$ cat config.mk
export PLATFORM = sky130hd
export DESIGN_NAME = load_store_unit_flat
export DESIGN_NICKNAME = d
export VERILOG_FILES = /design/src/rtl/load_store_unit_if.sv /design/src/rtl/load_store_unit.sv /design/src/flat_wrapper.sv
export SDC_FILE = /design/constraint.sdc
export NUM_CORES = 1
export LEC_CHECK = 0
export CAP_MARGIN = 20
export CORE_MARGIN = 4
export CORE_UTILIZATION = 45
export DETAILED_ROUTE_END_ITERATION = 10
export DONT_BUFFER_PORTS = 1
export RECOVER_POWER = 25
export SLEW_MARGIN = 0
export SYNTH_ARGS = -nofsm -noshare
export SYNTH_HDL_FRONTEND = slang
export SYNTH_SLANG_ARGS = --single-unit
$ cat constraint.sdc
create_clock -name clk -period 1.5 [get_ports clk]
set_input_delay 0.075 -clock clk [delete_from_list [all_inputs] [get_ports clk]]
set_output_delay 0.075 -clock clk [all_outputs]
set_load 0.02 [all_outputs]
$ cat src/rtl/load_store_unit_if.sv
// Pipeline-side request/response handshake plus data-memory bus of the load/store unit.
interface load_store_unit_if;
  logic        req_valid;
  logic        req_ready;
  logic        req_write;
  logic [1:0]  req_size;
  logic        req_signed;
  logic [31:0] req_addr;
  logic [31:0] req_wdata;
  logic        resp_valid;
  logic [31:0] resp_rdata;
  logic        resp_err;
  logic        memread;
  logic        memwrite;
  logic [12:0] address;
  logic [31:0] write_data;
  logic [31:0] read_data;

  // LSU side: accepts requests, drives the memory strobes, consumes read_data
  modport slave (
    input  req_valid, req_write, req_size, req_signed, req_addr, req_wdata, read_data,
    output req_ready, resp_valid, resp_rdata, resp_err, memread, memwrite, address, write_data
  );

  // Pipeline/memory side: issues requests, supplies read_data
  modport master (
    output req_valid, req_write, req_size, req_signed, req_addr, req_wdata, read_data,
    input  req_ready, resp_valid, resp_rdata, resp_err, memread, memwrite, address, write_data
  );
endinterface

$ cat src/rtl/load_store_unit.sv
// Load/store unit: byte/half/word accesses to a 32-bit word memory, with
// alignment/range checking, sign extension and read-modify-write sub-word stores.
module load_store_unit (
  input  logic clk,
  input  logic rst_n,
  load_store_unit_if.slave bus
);

  localparam logic [1:0] SIZE_BYTE = 2'b00;
  localparam logic [1:0] SIZE_HALF = 2'b01;
  localparam logic [1:0] SIZE_WORD = 2'b10;

  typedef enum logic [2:0] {IDLE, RD, WR, RMW_RD, RMW_WR, RESP} state_t;

  state_t      state, state_next;
  logic [1:0]  size;
  logic        is_signed;
  logic [1:0]  lane;
  logic [31:0] wdata;
  logic [12:0] address_r;
  logic [31:0] write_data_r;
  logic [31:0] rdata_r;
  logic        err_r;

  logic        accept;
  logic        req_err;
  logic [4:0]  shift;
  logic [31:0] shifted;
  logic [31:0] load_value;
  logic [31:0] lane_mask;
  logic [31:0] insert;
  logic [31:0] merged;

  assign bus.req_ready  = rst_n && (state == IDLE);
  assign bus.memread    = rst_n && ((state == RD) || (state == RMW_RD));
  assign bus.memwrite   = rst_n && ((state == WR) || (state == RMW_WR));
  assign bus.resp_valid = rst_n && (state == RESP);
  assign bus.resp_rdata = rdata_r;
  assign bus.resp_err   = err_r;
  assign bus.address    = address_r;
  assign bus.write_data = write_data_r;

  assign accept = bus.req_valid && bus.req_ready;
  assign shift  = {lane, 3'b000};

  // Request legality: reserved size, misalignment, or outside the 32 KiB window
  always_comb begin
    req_err = 1'b0;
    if (bus.req_size == 2'b11)                                  req_err = 1'b1;
    if ((bus.req_size == SIZE_HALF) && bus.req_addr[0])         req_err = 1'b1;
    if ((bus.req_size == SIZE_WORD) && (bus.req_addr[1:0] != 2'b00)) req_err = 1'b1;
    if (bus.req_addr[31:15] != '0)                              req_err = 1'b1;
  end

  // Lane extraction with optional sign extension for loads
  always_comb begin
    shifted    = bus.read_data >> shift;
    load_value = shifted;
    case (size)
      SIZE_BYTE: load_value = {{24{is_signed & shifted[7]}}, shifted[7:0]};
      SIZE_HALF: load_value = {{16{is_signed & shifted[15]}}, shifted[15:0]};
      default:   load_value = shifted;
    endcase
  end

  // Sub-word store merge: replace only the target lanes of the fetched word
  always_comb begin
    lane_mask = '1;
    insert    = wdata;
    case (size)
      SIZE_BYTE: begin
        lane_mask = 32'h0000_00ff << shift;
        insert    = {24'h0, wdata[7:0]} << shift;
      end
      SIZE_HALF: begin
        lane_mask = 32'h0000_ffff << shift;
        insert    = {16'h0, wdata[15:0]} << shift;
      end
      default: begin
        lane_mask = '1;
        insert    = wdata;
      end
    endcase
    merged = (bus.read_data & ~lane_mask) | insert;
  end

  // Next-state selection
  always_comb begin
    state_next = state;
    unique case (state)
      IDLE: begin
        if (accept) begin
          if (req_err)                          state_next = RESP;
          else if (!bus.req_write)              state_next = RD;
          else if (bus.req_size == SIZE_WORD)   state_next = WR;
          else                                  state_next = RMW_RD;
        end
      end
      RD:      state_next = RESP;
      WR:      state_next = RESP;
      RMW_RD:  state_next = RMW_WR;
      RMW_WR:  state_next = RESP;
      RESP:    state_next = IDLE;
      default: state_next = IDLE;
    endcase
  end

  // State register
  always_ff @(posedge clk) begin
    if (!rst_n) state <= IDLE;
    else        state <= state_next;
  end

  // Request capture, load result and store word registers
  always_ff @(posedge clk) begin
    if (!rst_n) begin
      size         <= SIZE_BYTE;
      is_signed    <= 1'b0;
      lane         <= '0;
      wdata        <= '0;
      address_r    <= '0;
      write_data_r <= '0;
      rdata_r      <= '0;
      err_r        <= 1'b0;
    end else begin
      case (state)
        IDLE: begin
          if (accept) begin
            size         <= bus.req_size;
            is_signed    <= bus.req_signed;
            lane         <= bus.req_addr[1:0];
            wdata        <= bus.req_wdata;
            address_r    <= bus.req_addr[14:2];
            write_data_r <= bus.req_wdata;
            rdata_r      <= '0;
            err_r        <= req_err;
          end
        end
        RD:      rdata_r      <= load_value;
        // The write_data register doubles as the captured word for the merge
        RMW_RD:  write_data_r <= merged;
        default: ;
      endcase
    end
  end

endmodule

$ cat src/flat_wrapper.sv
// flat-port wrapper written by rule: the top's interface ports become plain ports
module load_store_unit_flat 
  (clk, rst_n, bus_req_valid, bus_req_write, bus_req_size, bus_req_signed, bus_req_addr, bus_req_wdata, bus_read_data, bus_req_ready, bus_resp_valid, bus_resp_rdata, bus_resp_err, bus_memread, bus_memwrite, bus_address, bus_write_data);
  load_store_unit_if bus_i ();
  input  logic clk;
  input  logic rst_n;
  input wire logic [$bits(bus_i.req_valid)-1:0] bus_req_valid;
  input wire logic [$bits(bus_i.req_write)-1:0] bus_req_write;
  input wire logic [$bits(bus_i.req_size)-1:0] bus_req_size;
  input wire logic [$bits(bus_i.req_signed)-1:0] bus_req_signed;
  input wire logic [$bits(bus_i.req_addr)-1:0] bus_req_addr;
  input wire logic [$bits(bus_i.req_wdata)-1:0] bus_req_wdata;
  input wire logic [$bits(bus_i.read_data)-1:0] bus_read_data;
  output wire logic [$bits(bus_i.req_ready)-1:0] bus_req_ready;
  output wire logic [$bits(bus_i.resp_valid)-1:0] bus_resp_valid;
  output wire logic [$bits(bus_i.resp_rdata)-1:0] bus_resp_rdata;
  output wire logic [$bits(bus_i.resp_err)-1:0] bus_resp_err;
  output wire logic [$bits(bus_i.memread)-1:0] bus_memread;
  output wire logic [$bits(bus_i.memwrite)-1:0] bus_memwrite;
  output wire logic [$bits(bus_i.address)-1:0] bus_address;
  output wire logic [$bits(bus_i.write_data)-1:0] bus_write_data;
  assign bus_i.req_valid = bus_req_valid;
  assign bus_i.req_write = bus_req_write;
  assign bus_i.req_size = bus_req_size;
  assign bus_i.req_signed = bus_req_signed;
  assign bus_i.req_addr = bus_req_addr;
  assign bus_i.req_wdata = bus_req_wdata;
  assign bus_i.read_data = bus_read_data;
  assign bus_req_ready = bus_i.req_ready;
  assign bus_resp_valid = bus_i.resp_valid;
  assign bus_resp_rdata = bus_i.resp_rdata;
  assign bus_resp_err = bus_i.resp_err;
  assign bus_memread = bus_i.memread;
  assign bus_memwrite = bus_i.memwrite;
  assign bus_address = bus_i.address;
  assign bus_write_data = bus_i.write_data;
  load_store_unit u_core (.clk(clk), .rst_n(rst_n), .bus(bus_i));
endmodule
# Word level (Yosys, flattened, before mapping)
# Cells that the tools add are included.
# word_totals
out_inout_bits	82
ff_bits	118
in_bits	103
# op_classes
n_eq_ne	10
bitwise	5
shifts	5
muxes	16
n_reduce_logical	19
# op_table
operator	n
one-hot mux 32 bit (2 select lines)	5
two-way mux 32 bit	2
AND 32 bit	1
inverter 32 bit	1
bitwise OR 32 bit	1
<< shifter 16 x 5 -> 32 bit	1
<< shifter 16 x 5 -> 32 bit (first input constant)	1
<< shifter 8 x 5 -> 32 bit	1
<< shifter 8 x 5 -> 32 bit (first input constant)	1
right shift 32 x 5 -> 32 bit	1
nonzero test 17 bit	1
two-way mux 3 bit	3
one-hot mux 3 bit (3 select lines)	1
logical AND 1 bit	7
== test 3 x 2 -> 1 bit (second input constant)	2
== test 3 bit (second input constant)	2
AND reduction 2 bit	3
nonzero test 2 bit	3
two-way mux 1 bit	5
== test 2 x 1 -> 1 bit (second input constant)	2
== test 2 bit (second input constant)	2
== test 3 x 1 -> 1 bit (second input constant)	1
logical NOT 3 bit	1
OR reduction 3 bit	1
other kinds (4)	6

# Logic depth before layout (Yosys ltp)
# Gate-level depths: netlist of the first run.
# depth
word_depth	8
mapped_depth	8
depth_no_buf	4

# Least setup slack after synthesis of the first run
# OpenSTA, ideal clock, no wires.
# synth_timing
kind	reg2reg
startpoint	reg u_core.state[2]
endpoint	reg u_core.write_data_r[28], in the netlist u_core.bus.write_data[28]
setup_ns	0.134
stages_incl_launch_ff	8
t_required_ns	1.366
n_path_buf	3
period_less_slack_ns	1.631
path_slack_ns	-0.131
arrival_ns	1.497
cell_sequence	dfxtp_1 > buf_2 > nor4b_2 > buf_4 > nand2_2 > buf_2 > a211oi_1 > a311oi_1
# synth_via
elab_chain_len	5
elab_cells_between_ends	8
classes_between	eq/ne (2); mux (1); reduce/logical (5)
# synth_rtl
item	line	source
from (decl)	load_store_unit.sv:15	state_t state, state_next;
from (signal assigned)	load_store_unit.sv:111	else state <= state_next;
logical NOT 3 bit	load_store_unit.sv:34	assign bus.req_ready = rst_n && (state == IDLE);
logical AND 1 bit	load_store_unit.sv:34	
named net bus_req_ready	flat_wrapper.sv:14	output wire logic [$bits(bus_i.req_ready)-1:0] bus_req_ready;
logical AND 1 bit	load_store_unit.sv:43	assign accept = bus.req_valid && bus.req_ready;
inequality test 2 x 1 -> 1 bit (no source line)	-	
AND reduction 2 bit (no source line)	-	
to (signal assigned)	load_store_unit.sv:134	write_data_r <= bus.req_wdata;
to (signal assigned)	load_store_unit.sv:141	RMW_RD: write_data_r <= merged;
to (decl)	load_store_unit.sv:21	logic [31:0] write_data_r;
# The timed path passes the listed nets, and every way through them passes these cells.
# A chain may end at the register's enable or synchronous reset.

# Worst setup path after layout of the first run
# layout_timing
startpoint	reg u_core.lane[0]
endpoint	reg u_core.rdata_r[23], in the netlist u_core.bus.resp_rdata[23]
# layout_via
elab_chain_len	4
elab_cells_between_ends	5
classes_between	shift (1); mux (2); bitwise (2)
# layout_rtl
item	line	source
from (decl)	load_store_unit.sv:18	logic [1:0] lane;
from (signal assigned)	load_store_unit.sv:131	lane <= bus.req_addr[1:0];
right shift 32 x 5 -> 32 bit (*)	load_store_unit.sv:57	shifted = bus.read_data >> shift;
AND 1 bit, on equally long branches	load_store_unit.sv:61, load_store_unit.sv:60	
one-hot mux 32 bit (2 select lines) (*)	load_store_unit.sv:59	case (size)
one-hot mux 32 bit (2 select lines) (*)	load_store_unit.sv:126	case (state)
to (signal assigned)	load_store_unit.sv:139	RD: rdata_r <= load_value;
to (decl)	load_store_unit.sv:22	logic [31:0] rdata_r;
# Every way passes the cells marked *; elsewhere a longest branch is shown, timed or not.

==> results of run 1 <==
[power groups by stage]
stage               Combinational (mW)  Clock (mW)  Sequential, mW
floorplan                        0.800           0            3.61
global placement                  1.18           0            3.66
detailed placement                1.20           0            3.67
CTS                               1.54        4.36            3.60
global route                      1.91        4.48            3.63
finish                            1.80        4.30            3.61
[worst max-delay path, stage by stage, from the launching register on]
cell and delay, ns:
dfxtp_4 0.38, buf_6 0.14, mux2i_1 0.13, mux4_2 0.55, buf_4 0.19, o22ai_1 0.15
[cell usage after synthesis, types with 8 or more instances]
| cell | n | area share, % |
|---|---|---|
| nand3b_1 | 17 | 2.2 |
| a311oi_1 | 8 | 1.2 |
| a32oi_1 | 8 | 1.2 |
| a211oi_1 | 24 | 3.1 |
| a31oi_1 | 9 | 0.98 |
| mux2i_1 | 18 | 3.1 |
| buf_2 | 17 | 1.5 |
| a221o_1 | 9 | 1.6 |
| a21oi_1 | 79 | 6.8 |
| a21o_1 | 17 | 2.2 |
| a22oi_1 | 8 | 1.0 |
| o21ai_0 | 21 | 1.8 |
| nand3_1 | 34 | 2.9 |
| clkbuf_1 | 37 | 2.4 |
| mux2_2 | 15 | 2.9 |
| dfxtp_1 | 118 | 41 |
| o22ai_1 | 9 | 0.98 |
| nor2_1 | 8 | 0.52 |
| and3_1 | 11 | 1.2 |
| nand2_1 | 143 | 9.3 |
| a221o_2 | 8 | 1.6 |
| a2bb2oi_1 | 9 | 1.4 |
[timing repair]
action                                  CTS  global route
gates cloned                              2             4
pin swaps                                14            54
buffers inserted                          4             5
endpoints found under the setup margin  114           118
endpoints found under the hold margin   103            10
hold buffers                             69             9
resized for setup                        58           113
[worst max-delay path by stage]
stage | to | from | cells past startpoint | slack, ns
floorplan | u_core.bus.resp_rdata[24] | u_core.lane[0] | 5 | -0.03
global placement | u_core.bus.write_data[13] | u_core.lane[1] | 6 | -0.15
detailed placement | u_core.bus.write_data[13] | u_core.lane[1] | 6 | -0.17
CTS | u_core.wdata[18] | u_core.state[0] | 6 | -0.07
global route | u_core.bus.write_data[14] | u_core.state[2] | 6 | -0.16
finish | u_core.bus.resp_rdata[23] | u_core.lane[0] | 5 | -0.13
[registers in the layout, indices dropped and copies added (netlist names), 2 cells and up]
signal,flops
u_core.bus.address,13
u_core.bus.resp_rdata,32
u_core.bus.write_data,32
u_core.lane,2
u_core.size,2
u_core.state,3
u_core.wdata,32
[logic make-up (layout without fill, tap and decap cells)]
logic type                after synthesis  in the layout  synth area share [%]
xor gates and xnor gates                1              1                 0.152
and+or+nand+nor                       243            243                  20.3
DFF                                   118            118                  40.9
muxes                                  34             34                  6.44
buffers and inverters                  67            218                  5.18
AOI/OAI and AO/OA                     230            230                  27.0
[layout make-up]
| type | instances | area share (%) |
|---|---|---|
| multi-input cells | 508 | 41.5 |
| flip-flops and latches | 118 | 27.1 |
| repair buffers | 183 | 21.9 |
| clock buffers | 23 | 5.32 |
| well taps | 172 | 2.45 |
| clock inverters | 9 | 1.69 |
| inverters | 3 | 0.128 |
[layer usage]
metal  track usage, %  up-vias
met1             39.2     3087
met5                0        -
met3             8.34       55
met2             47.3      291
met4             13.8        0
li1                 -     2830
[through the flow]
stage               instance area, µm²  hold WS, ns  power [mW]  setup TNS, ns  std cells
CTS                               8150       -0.207        9.50          -1.21        999
finish                            8800       -0.100        9.72          -3.72       1016
global route                      8800      -0.0956        10.0         -10.16       1016
global placement                  6530        0.176        4.84          -4.59        892
floorplan                         5810        0.174        4.41         -0.213        693
detailed placement                6530        0.180        4.87          -7.79        892
==> impl_metrics.json, run 1 <==
{
  "status": "complete, but fails checks",
  "violations": "negative hold slack, negative setup slack",
  "dieArea_mm2": 0.0147,
  "slew_headroom_pct": 62.1,
  "final_common_cell": "dfxtp_1",
  "cp-end-kind": "register",
  "fin_crit_sh_pct": 109,
  "grt_start_max_net_pins": 49,
  "cts.htree.levels": 4,
  "ys_warn_count": 0,
  "setup_viol": 69,
  "pre_cts_slack_ns": -0.166,
  "multiInputGateArea_mm2": 0.00365,
  "avgSynthCellArea_um2": 8.33,
  "areaGrowthSynthToFinish_pct": 52.4,
  "drtAntennaViolNets": 0,
  "power_switching_mw": 2.65,
  "overflow": 0,
  "rrSetupSlack_ns": -0.13,
  "hold_viol": 1,
  "ys_ff_latch": 118,
  "dpl.hpwl_um": 15400,
  "io_pins": 185,
  "comb_power_share_pct": 18.6,
  "worst_pin_slew_ns": 0.566,
  "start_util_pct": 45.9,
  "die_h_um": 121,
  "worst_slack_ns": -0.128,
  "die_x_um": 121,
  "dr_wl_met2_um": 11100,
  "core_mm2": 0.0126,
  "io_buffers": 0,
  "r2r-start": "u_core.lane[0]",
  "dr.max_layer_used": "met4",
  "num_rows": 41,
  "vias_per_cell": 6.16,
  "cts_tree": "yes",
  "final_max_slew_viol_count": 0,
  "grt_pass1_wl_um": 34500,
  "hold_end": "u_core.bus.write_data[23]",
  "async_reset_ff_share_pct": 0,
  "power_leakage_nw": 3.39,
  "seqPwrFrac_pct": 37.2,
  "timing.clock.skew_ns": 0.00688,
  "antenna_cells": 0,
  "p_per_area_mw_per_mm2": 1100,
  "reg2reg_to": "u_core.bus.resp_rdata[23]",
  "clock.fmax_mhz": 614,
  "arrival_ns": 1.96,
  "syn_area_mm2": 0.00577,
  "first_pass_iters": 7,
  "synth_ff_type": "dfxtp_1",
  "cts_inserted_buffers": 17,
  "fin_crit_ns": 1.63,
  "dr_wl_met3_um": 2110,
  "yosysSeqAreaShare_pct": 40.9,
  "synth-edff-count": 0,
  "regArea_mm2": 0.00238,
  "hold_slack_ns": -0.100,
  "ir_drop_mv": 0.582,
  "drc": 0,
  "vias": 6263,
  "synth_cell_types": 53,
  "hold_depth": 2,
  "p_int_mw": 7.07,
  "cp-start-kind": "register",
  "fillCellCount": 993,
  "post-route-util_pct": 70.0,
  "final_nets": 934,
  "grt_pass1_vias": 6110,
  "netlist_instances": 693,
  "clk_pin_slew_worst_paths_ns": 0.05,
  "swShare_pct": 27.2,
  "path_max_fanout": 6,
  "drive_gt1_share_pct": 32.7,
  "hp-class": "primary input to register",
  "crit_required_ns": 1.83,
  "most-common-layout-cells": "dfxtp_1, nand2_1, dlygate4sd3_1, buf_4, a21oi_1",
  "synth_nets": 796,
  "place.gp.congestion": 0.907,
  "wl_um": 23600,
  "drt_iter0_drc": 533,
  "crit_type": "register to register",
  "drv_cap": 0,
  "reg2regPathDepth": 5,
  "avgRoutedWirePerCell_um": 23.2,
  "clock_sinks": 118,
  "hp-start": "bus_read_data[23]",
  "gr-usage-all-layers_pct": 30.3,
  "clk_latency_ns": 0.42,
  "rsz0062_at_grt": "yes",
  "clockBufferDepth": 2,
  "antenna_found_initial": 0,
  "wl_met1_um": 9600,
  "p_clk_share_pct": 44.3,
  "cts_root_buffer": "clkbuf_16"
}
Note: power is estimated with default switching activity, not from simulation.
==> run 2, diff against run 1 <==
Settings changed: GPL_TIMING_DRIVEN set to 0, PLACE_DENSITY set to 0.62.
==> impl_metrics.json, run 2 (synthesis results as in run 1) <==
{
  "final_cells": 1010,
  "status": "complete, but fails checks",
  "crit_required_ns": 1.78,
  "cts_tree": "yes",
  "vias": 6537,
  "timing.clock.skew_ns": 0.0134,
  "crit_end": "u_core.bus.write_data[29]",
  "cts.htree.levels": 4,
  "arrival_ns": 1.97,
  "rsz0062_at_grt": "yes",
  "clk_pin_slew_worst_paths_ns": 0.06,
  "fillCellCount": 910,
  "worst_pin_slew_ns": 0.814,
  "hold_viol": 1,
  "core_mm2": 0.0126,
  "die_h_um": 121,
  "clockBufferDepth": 2,
  "hp-class": "primary input to register",
  "drv_cap": 0,
  "grt_pass1_vias": 6216,
  "areaGrowthSynthToFinish_pct": 56.2,
  "final_nets": 928,
  "reg2reg_to": "u_core.bus.write_data[29]",
  "first_pass_iters": 6,
  "reg2regPathDepth": 6,
  "cts_root_buffer": "clkbuf_16",
  "multiInputGateArea_mm2": 0.00397,
  "start_util_pct": 45.9,
  "setup_viol": 116,
  "cts_inserted_buffers": 17,
  "num_rows": 41,
  "clock.fmax_mhz": 589,
  "io_buffers": 0,
  "r2r-start": "u_core.state[0]",
  "hold_slack_ns": -0.00295,
  "overflow": 0,
  "die_x_um": 121,
  "clk_latency_ns": 0.44,
  "regArea_mm2": 0.00238,
  "placed_cells": 865,
  "avgRoutedWirePerCell_um": 25.8,
  "drc": 0,
  "clock_sinks": 118,
  "slew_headroom_pct": 45.7,
  "grt_pass1_wl_um": 36600,
  "antenna_found_initial": 1,
  "gr-usage-all-layers_pct": 33.1,
  "power_mw": 9.50,
  "dpl.hpwl_um": 16800,
  "power_leakage_nw": 3.36,
  "io_pins": 185,
  "wl_um": 26000,
  "vias_per_cell": 6.47,
  "fin_crit_ns": 1.70,
  "fin_crit_sh_pct": 113,
  "drt_iter0_drc": 601,
  "drtAntennaViolNets": 0,
  "ir_drop_mv": 0.807,
  "grt_start_max_net_pins": 17,
  "final_max_slew_viol_count": 0,
  "p_per_area_mw_per_mm2": 1050,
  "most-common-layout-cells": "nand2_1, dfxtp_1, dlygate4sd3_1, a21oi_1",
  "worst_slack_ns": -0.197,
  "hold_depth": 3,
  "cp-end-kind": "register",
  "path_max_fanout": 7,
  "violations": "negative hold slack, negative setup slack",
  "rrSetupSlack_ns": -0.20,
  "drive_gt1_share_pct": 34.5,
  "place.gp.congestion": 0.959,
  "setup_tns_ns": -13.40,
  "cp-start-kind": "register",
  "cp-startpoint": "u_core.state[0]",
  "crit_type": "register to register",
  "dieArea_mm2": 0.0147
}
==> run 2: cell count changes in the layout (fill, tap and decap cells not counted), sizes merged, moves of 2 or more <==
cell	change
dlygate4sd3	+5
clkinvlp	+2
buf	-43
bufinv	-2
clkbuf	+30
==> run 2: repair_timing <==
item,4_1_cts,5_1_grt
setup endpoints to repair,120,122
hold buffers,81,1
gates cloned,7,7
setup buffers,14,10
endpoints found under the hold margin,103,1
resized for setup,164,163
pin swaps,23,62
==> run 2: stage by stage <==
stage | util (%) | worst slack, ns | cell area, µm²
2_1_floorplan | - | -0.0265 | 5810
3_3_place_gp | 48.0 | -0.496 | 6030
3_5_place_dp | 48.0 | -0.554 | 6030
4_1_cts | 65.1 | -0.200 | 8180
5_1_grt | 71.7 | -0.230 | 9020
6_report | 71.8 | -0.197 | 9020
==> run 2: final cells by class <==
type | count | area share, %
Clock inverter | 9 | 1.15
Clock buffer | 22 | 5.04
Multi-Input combinational cell | 509 | 44.0
Antenna cell | 1 | 0.0277
Tap cell | 172 | 2.39
Inverter | 3 | 0.125
Buffer | 59 | 6.10
Timing Repair Buffer | 117 | 14.8
Sequential cell | 118 | 26.4
==> run 2: layer usage <==
layer  part of all wire [%]  vias up  GRT usage, %
met4                    4.5        0          16.8
met3                     10       88          8.76
met1                     39     3202          42.5
met2                     46      415          51.2
li1                       -     2832             -
met5                      0        -             0
==> run 2: worst min-delay path by stage <==
stage,from,end,slack [ns]
2_1_floorplan,bus_req_addr[2],u_core.bus.address[0],0.17
6_report,bus_read_data[6],u_core.bus.write_data[6],-0.003
5_1_grt,bus_read_data[6],u_core.bus.write_data[6],0.01
3_5_place_dp,bus_req_addr[5],u_core.bus.address[3],0.18
3_3_place_gp,bus_req_addr[14],u_core.bus.address[12],0.18
4_1_cts,bus_read_data[4],u_core.bus.resp_rdata[4],0.0005
==> run 2: worst max-delay path, stage by stage (launching register included) <==
cell and delay, ns:
dfxtp_4 0.36, nor4b_4 0.38, buf_6 0.25, nand2_8 0.11
buf_8 0.15, a211oi_2 0.20, a311oi_1 0.08
==> run 2: power by group <==
group	switching [mW]	internal (mW)	leakage, nW
Sequential	0.323	3.31	0.963
Combinational	1.01	0.911	2.13
Clock	1.49	2.46	0.270
